==> src/rtl/fifo_wr_arbiter.sv <==
// Round-robin arbiter sharing one async-FIFO write port between NREQ valid/ready requesters.
// Define FIFO_ARB_STATS_EN to build saturating per-requester transfer counters on stat_cnt.
module fifo_wr_arbiter #(
    parameter  int NREQ     = 4,
    parameter  int DSIZE    = 6,
    parameter  int MAXBURST = 4,
    localparam int GW       = (NREQ > 1) ? $clog2(NREQ) : 1,
    localparam int BW       = $clog2(MAXBURST + 1)
) (
    input  logic                  wclk,
    input  logic                  wrst_n,
    input  logic [NREQ-1:0]       req_valid,
    input  logic [NREQ*DSIZE-1:0] req_data,
    output logic [NREQ-1:0]       req_ready,
    input  logic                  wfull,
    output logic [DSIZE-1:0]      wdata,
    output logic                  winc,
    output logic [GW-1:0]         grant_id,
    output logic                  busy,
    output logic [NREQ*16-1:0]    stat_cnt
);

    typedef enum logic {IDLE, GRANT} state_t;

    state_t          state_q, state_d;
    logic [GW-1:0]   rr_ptr_q, rr_ptr_d;
    logic [GW-1:0]   grant_q, grant_d;
    logic [BW-1:0]   burst_q, burst_d;

    logic            any_valid;
    logic [GW-1:0]   pick;
    logic [GW:0]     idx;
    logic            g_valid;
    logic [DSIZE-1:0] g_data;
    logic            xfer;

    // First valid requester at or after rr_ptr, wrapping NREQ-1 -> 0.
    always_comb begin
        // NOTE: every signal written here gets a default first, so no path leaves it unassigned and no latch is inferred.
        any_valid = 1'b0;
        pick      = '0;
        idx       = '0;
        for (int k = 0; k < NREQ; k++) begin
            idx = {1'b0, rr_ptr_q} + (GW+1)'(k);
            if (idx >= (GW+1)'(NREQ)) idx = idx - (GW+1)'(NREQ);
            if (!any_valid && req_valid[idx[GW-1:0]]) begin
                any_valid = 1'b1;
                pick      = idx[GW-1:0];
            end
        end
    end

    always_comb begin
        g_valid = 1'b0;
        g_data  = '0;
        for (int i = 0; i < NREQ; i++) begin
            if (grant_q == GW'(i)) begin
                g_valid = req_valid[i];
                g_data  = req_data[i*DSIZE +: DSIZE];
            end
        end
    end

    assign xfer = (state_q == GRANT) && g_valid && !wfull;

    always_comb begin
        state_d   = state_q;
        rr_ptr_d  = rr_ptr_q;
        grant_d   = grant_q;
        burst_d   = burst_q;
        req_ready = '0;
        winc      = 1'b0;
        wdata     = '0;
        case (state_q)
            IDLE: begin
                if (any_valid) begin
                    grant_d = pick;
                    burst_d = '0;
                    state_d = GRANT;
                end
            end
            GRANT: begin
                for (int i = 0; i < NREQ; i++)
                    req_ready[i] = (grant_q == GW'(i)) && !wfull;
                winc = xfer;
                if (xfer) begin
                    wdata   = g_data;
                    burst_d = burst_q + BW'(1);
                end
                // A full FIFO only stalls; release comes from burst end or a dropped valid.
                if (!g_valid || (xfer && burst_q == BW'(MAXBURST - 1))) begin
                    state_d  = IDLE;
                    rr_ptr_d = (grant_q == GW'(NREQ - 1)) ? '0 : grant_q + GW'(1);
                end
            end
            default: state_d = IDLE;
        endcase
    end

    always_ff @(posedge wclk or negedge wrst_n) begin
        if (!wrst_n) begin
            state_q  <= IDLE;
            rr_ptr_q <= '0;
            grant_q  <= '0;
            burst_q  <= '0;
        end else begin
            // NOTE: sequential state uses non-blocking assignments so every flop samples pre-edge values.
            state_q  <= state_d;
            rr_ptr_q <= rr_ptr_d;
            grant_q  <= grant_d;
            burst_q  <= burst_d;
        end
    end

    assign grant_id = grant_q;
    assign busy     = (state_q == GRANT);

`ifdef FIFO_ARB_STATS_EN
    logic [15:0] stat_q [NREQ];

    always_ff @(posedge wclk or negedge wrst_n) begin
        if (!wrst_n) begin
            // NOTE: the counter array is reset explicitly because reset is the only way to clear it.
            for (int i = 0; i < NREQ; i++) stat_q[i] <= '0;
        end else if (xfer) begin
            for (int i = 0; i < NREQ; i++)
                if (grant_q == GW'(i) && stat_q[i] != 16'hFFFF) stat_q[i] <= stat_q[i] + 16'd1;
        end
    end

    always_comb begin
        stat_cnt = '0;
        for (int i = 0; i < NREQ; i++) stat_cnt[i*16 +: 16] = stat_q[i];
    end
`else
    assign stat_cnt = '0;
`endif

endmodule

==> config.mk <==
export PLATFORM = sky130hd
export DESIGN_NAME = fifo_wr_arbiter
export DESIGN_NICKNAME = d
export VERILOG_FILES = /design/src/rtl/fifo_wr_arbiter.sv
export SDC_FILE = /design/constraint.sdc
export NUM_CORES = 1
export LEC_CHECK = 0
export ABC_AREA = 1
export CAP_MARGIN = 20
export CORE_UTILIZATION = 35
export CTS_CLUSTER_SIZE = 28
export DETAILED_ROUTE_END_ITERATION = 10
export DONT_BUFFER_PORTS = 1
export HOLD_SLACK_MARGIN = 0.12
export PLACE_DENSITY = 0.57
export SETUP_SLACK_MARGIN = 0.5
export SYNTH_ARGS = -nofsm -noshare
export SYNTH_HDL_FRONTEND = slang
export SYNTH_SLANG_ARGS = --single-unit
==> constraint.sdc <==
create_clock -name wclk -period 2 [get_ports wclk]
set_input_delay 0.2 -clock wclk [delete_from_list [all_inputs] [get_ports wclk]]
set_output_delay 0.2 -clock wclk [all_outputs]
set_load 0.05 [all_outputs]
# Yosys cells after proc, flatten, opt, wreduce, memory -nomap -nowiden

Index checks and enable logic that the tools add are counted.

Input bits: 31
Word-level logic and storage cells: 87
Register bits: 8
Output and inout bits: 78

$lt $le $gt $ge: 8
$add $sub $neg: 9
Equality and inequality tests: 6
Multiplexer cells: 39
Reductions and logical operators: 20
Bitwise logic cells: 1

Operators with widths:

| operator                                                   | number |
|---|---|
| two-way mux 6 bit                                          | 6 |
| two-way mux 2 bit                                          | 9 |
| two-way mux 1 bit                                          | 15 |
| less-than comparator 2 x 3 -> 1 bit, second input constant | 4 |
| logical AND 1 bit                                          | 10 |
| >= comparator 3 bit, second input constant                 | 3 |
| binary-select mux 1 bit (select 2 bit)                     | 4 |
| subtractor 2 x 1 -> 2 bit, second input constant           | 4 |
| adder 2 x 2 -> 3 bit, second input constant                | 2 |
| two-way mux 3 bit                                          | 2 |
| one-hot mux 3 bit (2 select lines)                         | 1 |
| AND reduction 2 bit                                        | 3 |
| zero test 1 bit                                            | 5 |
| equality test 2 bit, second input constant                 | 2 |
| two-way mux 4 bit                                          | 1 |
| adder 2 x 1 -> 3 bit, second input constant                | 1 |
| adder 3 x 1 -> 3 bit, second input constant                | 1 |
| equality test 3 x 2 -> 1 bit, second input constant        | 1 |
| >= comparator 2 x 3 -> 1 bit, second input constant        | 1 |
| adder 2 x 1 -> 2 bit, second input constant                | 1 |
| equality test 2 x 1 -> 1 bit, second input constant        | 1 |
| zero test 2 bit                                            | 1 |
| != test 2 x 1 -> 1 bit, second input constant              | 1 |
| != test 2 bit, second input constant                       | 1 |
| 3 further kinds                                            | 3 |

# Logic depth before layout (Yosys ltp)

Depth in word-level cells: 16
Gate-level depth with buffers: 13
Depth with buffers taken out: 11

# Least setup slack after synthesis

OpenSTA, ideal clock, no wires.

Path type: register to output
Start: reg grant_q[1] (netlist: grant_id[1])
End: out wdata[0]
Stages on the path, launching flop included: 12
Data required time: 1,800 ps
Arrival time: 2,407 ps
Setup slack: -607 ps
Path buffers: 2
Path through: dfrtp_1 > inv_1 > ha_1 > buf_2 > inv_4 > nand3_1 > nand2_1 > nand2_1 > nand2_1 > nand2_1 > buf_4 > a21oi_1

Longest elaborated chain between the ends: 9
Elaborated cells on any way between the ends: 16

RTL lines:

| item                           | RTL line | source |
|---|---|---|
| start, declared                | 27       | `logic [GW-1:0] grant_q, grant_d;` |
| start signal, assigned         | 110      | `grant_q <= grant_d;` |
| zero test 2 bit                | 57       | `if (grant_q == GW'(i)) begin` |
| two-way mux 1 bit (4 in a row) | 57       |  |
| logical AND 1 bit (2 in a row) | 64       | `assign xfer = (state_q == GRANT) && g_valid && !wfull;` |
| two-way mux 6 bit *            | 86       | `if (xfer) begin` |
| two-way mux 6 bit *            | 74       | `case (state_q)` |
| end, declared                  | 16       | `output logic [DSIZE-1:0] wdata,` |

Mark *: on every way between the ends. The rest lies on a longest branch, timed or not.

# Worst setup path in the final report

Start: reg grant_q[0] (netlist: grant_id[0])
End: out wdata[2]

The elaborated chain is that of the path after synthesis.

==> flow_metrics.env <==
export IMPL_status="finished clean"
export IMPL_place_gp_congestion=0.922
export IMPL_final_cell_mix="conb_1, nand2_1, nand3_1"
export IMPL_critPathMaxFanout=6
export IMPL_drive_gt1_frac=0.337
export IMPL_timing_final_crit_period_ns=1.95
export IMPL_place_hpwl_um=2470
export IMPL_switchingPower_mw=1.82
export IMPL_drc=0
export IMPL_worstPathArrival_ns=1.75
export IMPL_finalSetupTns_ns=0
export IMPL_hold_violations=0
export IMPL_wl_per_cell_um=10.5
export IMPL_drv_cap=0
export IMPL_pre_cts_slack_ns=0.173
export IMPL_intPower_mw=1.34
export IMPL_place_inst=288
export IMPL_setup_violations=0
export IMPL_start_kind="flip-flop"
export IMPL_nFillCells=414
export IMPL_ir_drop_uv=835
export IMPL_multi_input_area_um2=1080
export IMPL_synth_area_per_cell_um2=6.33
export IMPL_clkLatencyLatePin_ns=0.23
export IMPL_vias=1330
export IMPL_ant_nets=0
export IMPL_synth_seq_area_share=0.138
export IMPL_clk_pin_slew_ns=0.05
export IMPL_worst_path_buf_inv=3
export IMPL_cp_end_kind="primary output"
export IMPL_die_h_um=66.3
export IMPL_cts_path_max_buffers=2
export IMPL_start_util=0.362
export IMPL_htreeDepth=1
export IMPL_synth_seq_cells=8
export IMPL_grt_max_degree=13
export IMPL_seq_power_share=0.106
export IMPL_crit_type="reg -> out"
export IMPL_clkPwrFrac=0.067
export IMPL_ios=109
export IMPL_cts_tree="yes"
export IMPL_grt_pass1_vias=1105
export IMPL_drtPass1Iterations=4
export IMPL_p_total_mw=3.15
export IMPL_path_delay_family="flip-flops"
export IMPL_dieArea_um2=4400
export IMPL_p_per_area_nw_per_um2=1700
export IMPL_maxSlewViolCount=0
export IMPL_final_nets=296
export IMPL_critPathMaxStageDelay_ns=0.45
export IMPL_cts_sinks=8
export IMPL_fp_dieW_um=66.3
export IMPL_slowest_stage="dfrtp_2"
export IMPL_num_rows=23
export IMPL_syn_area_um2=1450
export IMPL_layout_commonest_cell="conb_1"
export IMPL_final_cells=308
export IMPL_yosysUniqueCellTypes=25
export IMPL_port_buffers=0
export IMPL_switching_share=0.576
export IMPL_diodes=0
export IMPL_regArea_um2=206
export IMPL_fin_crit_sh=0.975
export IMPL_max_freq_ghz=0.513
export IMPL_yosys_warnings=0
export IMPL_cts_made_buffers=3
export IMPL_finalWorstSetupSlack_ns=0.0495
export IMPL_finish_utilization=0.464
export IMPL_power_leakage_nw=0.951
export IMPL_antenna_found_initial=0
export IMPL_grtUsageTotal=0.143
export IMPL_root_buffer="clkbuf_8"
export IMPL_skew_ns=0.00740
export IMPL_hold_class="in -> reg"
export IMPL_comb_power_share=0.827
export IMPL_crit_chain="inv_4 > ha_4 > a21oi_2 > nand2_2 > nand2_2 > nand2_4 > buf_12 > a21oi_4 > buf_12"
export IMPL_syn_inst=229
export IMPL_grt_pass1_wl_um=4870
export IMPL_wirelength_um=3230
export IMPL_cp_required_ns=1.80
export IMPL_vias_per_cell=4.32
export IMPL_syn2layout_area_growth_pct=28.1
export IMPL_core_area_um2=4000
export IMPL_gr_total_overflow=0
export IMPL_rsz0062_at_grt="true"
export IMPL_first_iter_violations=51
[cells in the mapped netlist]
| cell | instances | area, um^2 |
|---|---|---|
| nand4_1 | 2 | 12.5 |
| nor2_2 | 1 | 6.26 |
| buf_2 | 2 | 10.0 |
| o211ai_1 | 5 | 37.5 |
| ha_1 | 6 | 75.1 |
| nand3b_1 | 1 | 7.51 |
| o21ai_0 | 3 | 15.0 |
| a21oi_1 | 11 | 55.1 |
| buf_6 | 1 | 11.3 |
| dfrtp_1 | 8 | 200 |
| a31oi_1 | 1 | 6.26 |
| inv_2 | 4 | 15.0 |
| conb_1 | 1 | 3.75 |
| or2_2 | 1 | 6.26 |
| nand2_1 | 61 | 229 |
| nand3_2 | 2 | 20.0 |
| buf_4 | 65 | 488 |
| nor2_1 | 10 | 37.5 |
| inv_4 | 1 | 6.26 |
| nand2_4 | 1 | 11.3 |
| clkbuf_1 | 2 | 7.51 |
| nand3_1 | 21 | 105 |
| and2_2 | 1 | 7.51 |
| nand2_2 | 3 | 18.8 |
| inv_1 | 15 | 56.3 |
[final timing paths]
kind	slack [ns]	depth (start not counted)	start	to
min in group asynchronous	0.33	1	wrst_n	burst_q[1]
max in group asynchronous	1.36	1	wrst_n	grant_id[0]
worst min-delay path	0.26	4	wfull	busy
worst min register to register	0.51	2	burst_q[1]	burst_q[1]
worst max register to register	0.20	11	grant_id[0]	burst_q[2]
worst max-delay path	0.05	9	grant_id[0]	wdata[2]
[per-layer routing]
| metal | share of wire | GRT usage | wire (um) |
|---|---|---|---|
| met5 | 0 | 0 | 0 |
| met1 | 0.40 | 0.171 | 1300 |
| met3 | 0.095 | 0.0362 | 307 |
| met4 | 0.020 | 0.0585 | 65 |
| met2 | 0.48 | 0.240 | 1560 |
[metrics by stage]
stage                     area [um^2]  hold WS [ns]
after detailed placement         1540       -0.0954
final                            1860         0.258
after CTS                        1760         0.255
after global routing             1860         0.304
after floorplan                  1810       -0.0956
after global placement           1540       -0.0954
[layout make-up]
cell class,count,area share
timing repair buffer,32,0.197
inverter,20,0.0499
sequential,8,0.111
clock buffer,4,0.0243
tap,50,0.0337
multi-input combinational,194,0.584
[flip-flops by register name, summed over array words and instances (netlist names)]
| name | count |
|---|---|
| busy | 1 |
| grant_id | 2 |
| rr_ptr_q | 2 |
| burst_q | 3 |
[worst min-delay path: cells and delay by family]
| family | cells | cell delay (ns) |
|---|---|---|
| buffers and inverters | 1 | 0.05 |
| and+or+nand+nor | 2 | 0.13 |
| AOI/OAI and AO/OA | 1 | 0.07 |
[cells by family (layout without fill, tap and decap cells)]
logic type                 count (synthesis)  count (layout)  share of synthesized area
and+or+nand+nor                          104             104                      0.319
other                                      1              64                    0.00259
AOI/OAI and AO/OA                         20              20                     0.0786
buffers and inverters                     90              56                      0.410
adders and majority gates                  6               6                     0.0518
DFF                                        8               8                      0.138
[power by group through the flow]
| stage | clock network [mW] | logic (mW) | registers (mW) |
|---|---|---|---|
| floorplan | 0 | 1.72 | 0.406 |
| global placement | 0 | 2.10 | 0.322 |
| detailed placement | 0 | 2.10 | 0.327 |
| CTS | 0.218 | 2.42 | 0.310 |
| global route | 0.221 | 2.83 | 0.345 |
| finish | 0.212 | 2.61 | 0.334 |
[repair_timing]
action | 4_1_cts | 5_1_grt
pin swaps | 4 | 17
hold endpoints to repair | 8 | 0
setup endpoints to repair | 17 | 19
gates resized for setup | 19 | 26
hold buffers | 1 | 0
buffers inserted | 12 | 3
Note: power is estimated with default switching activity, not from simulation.
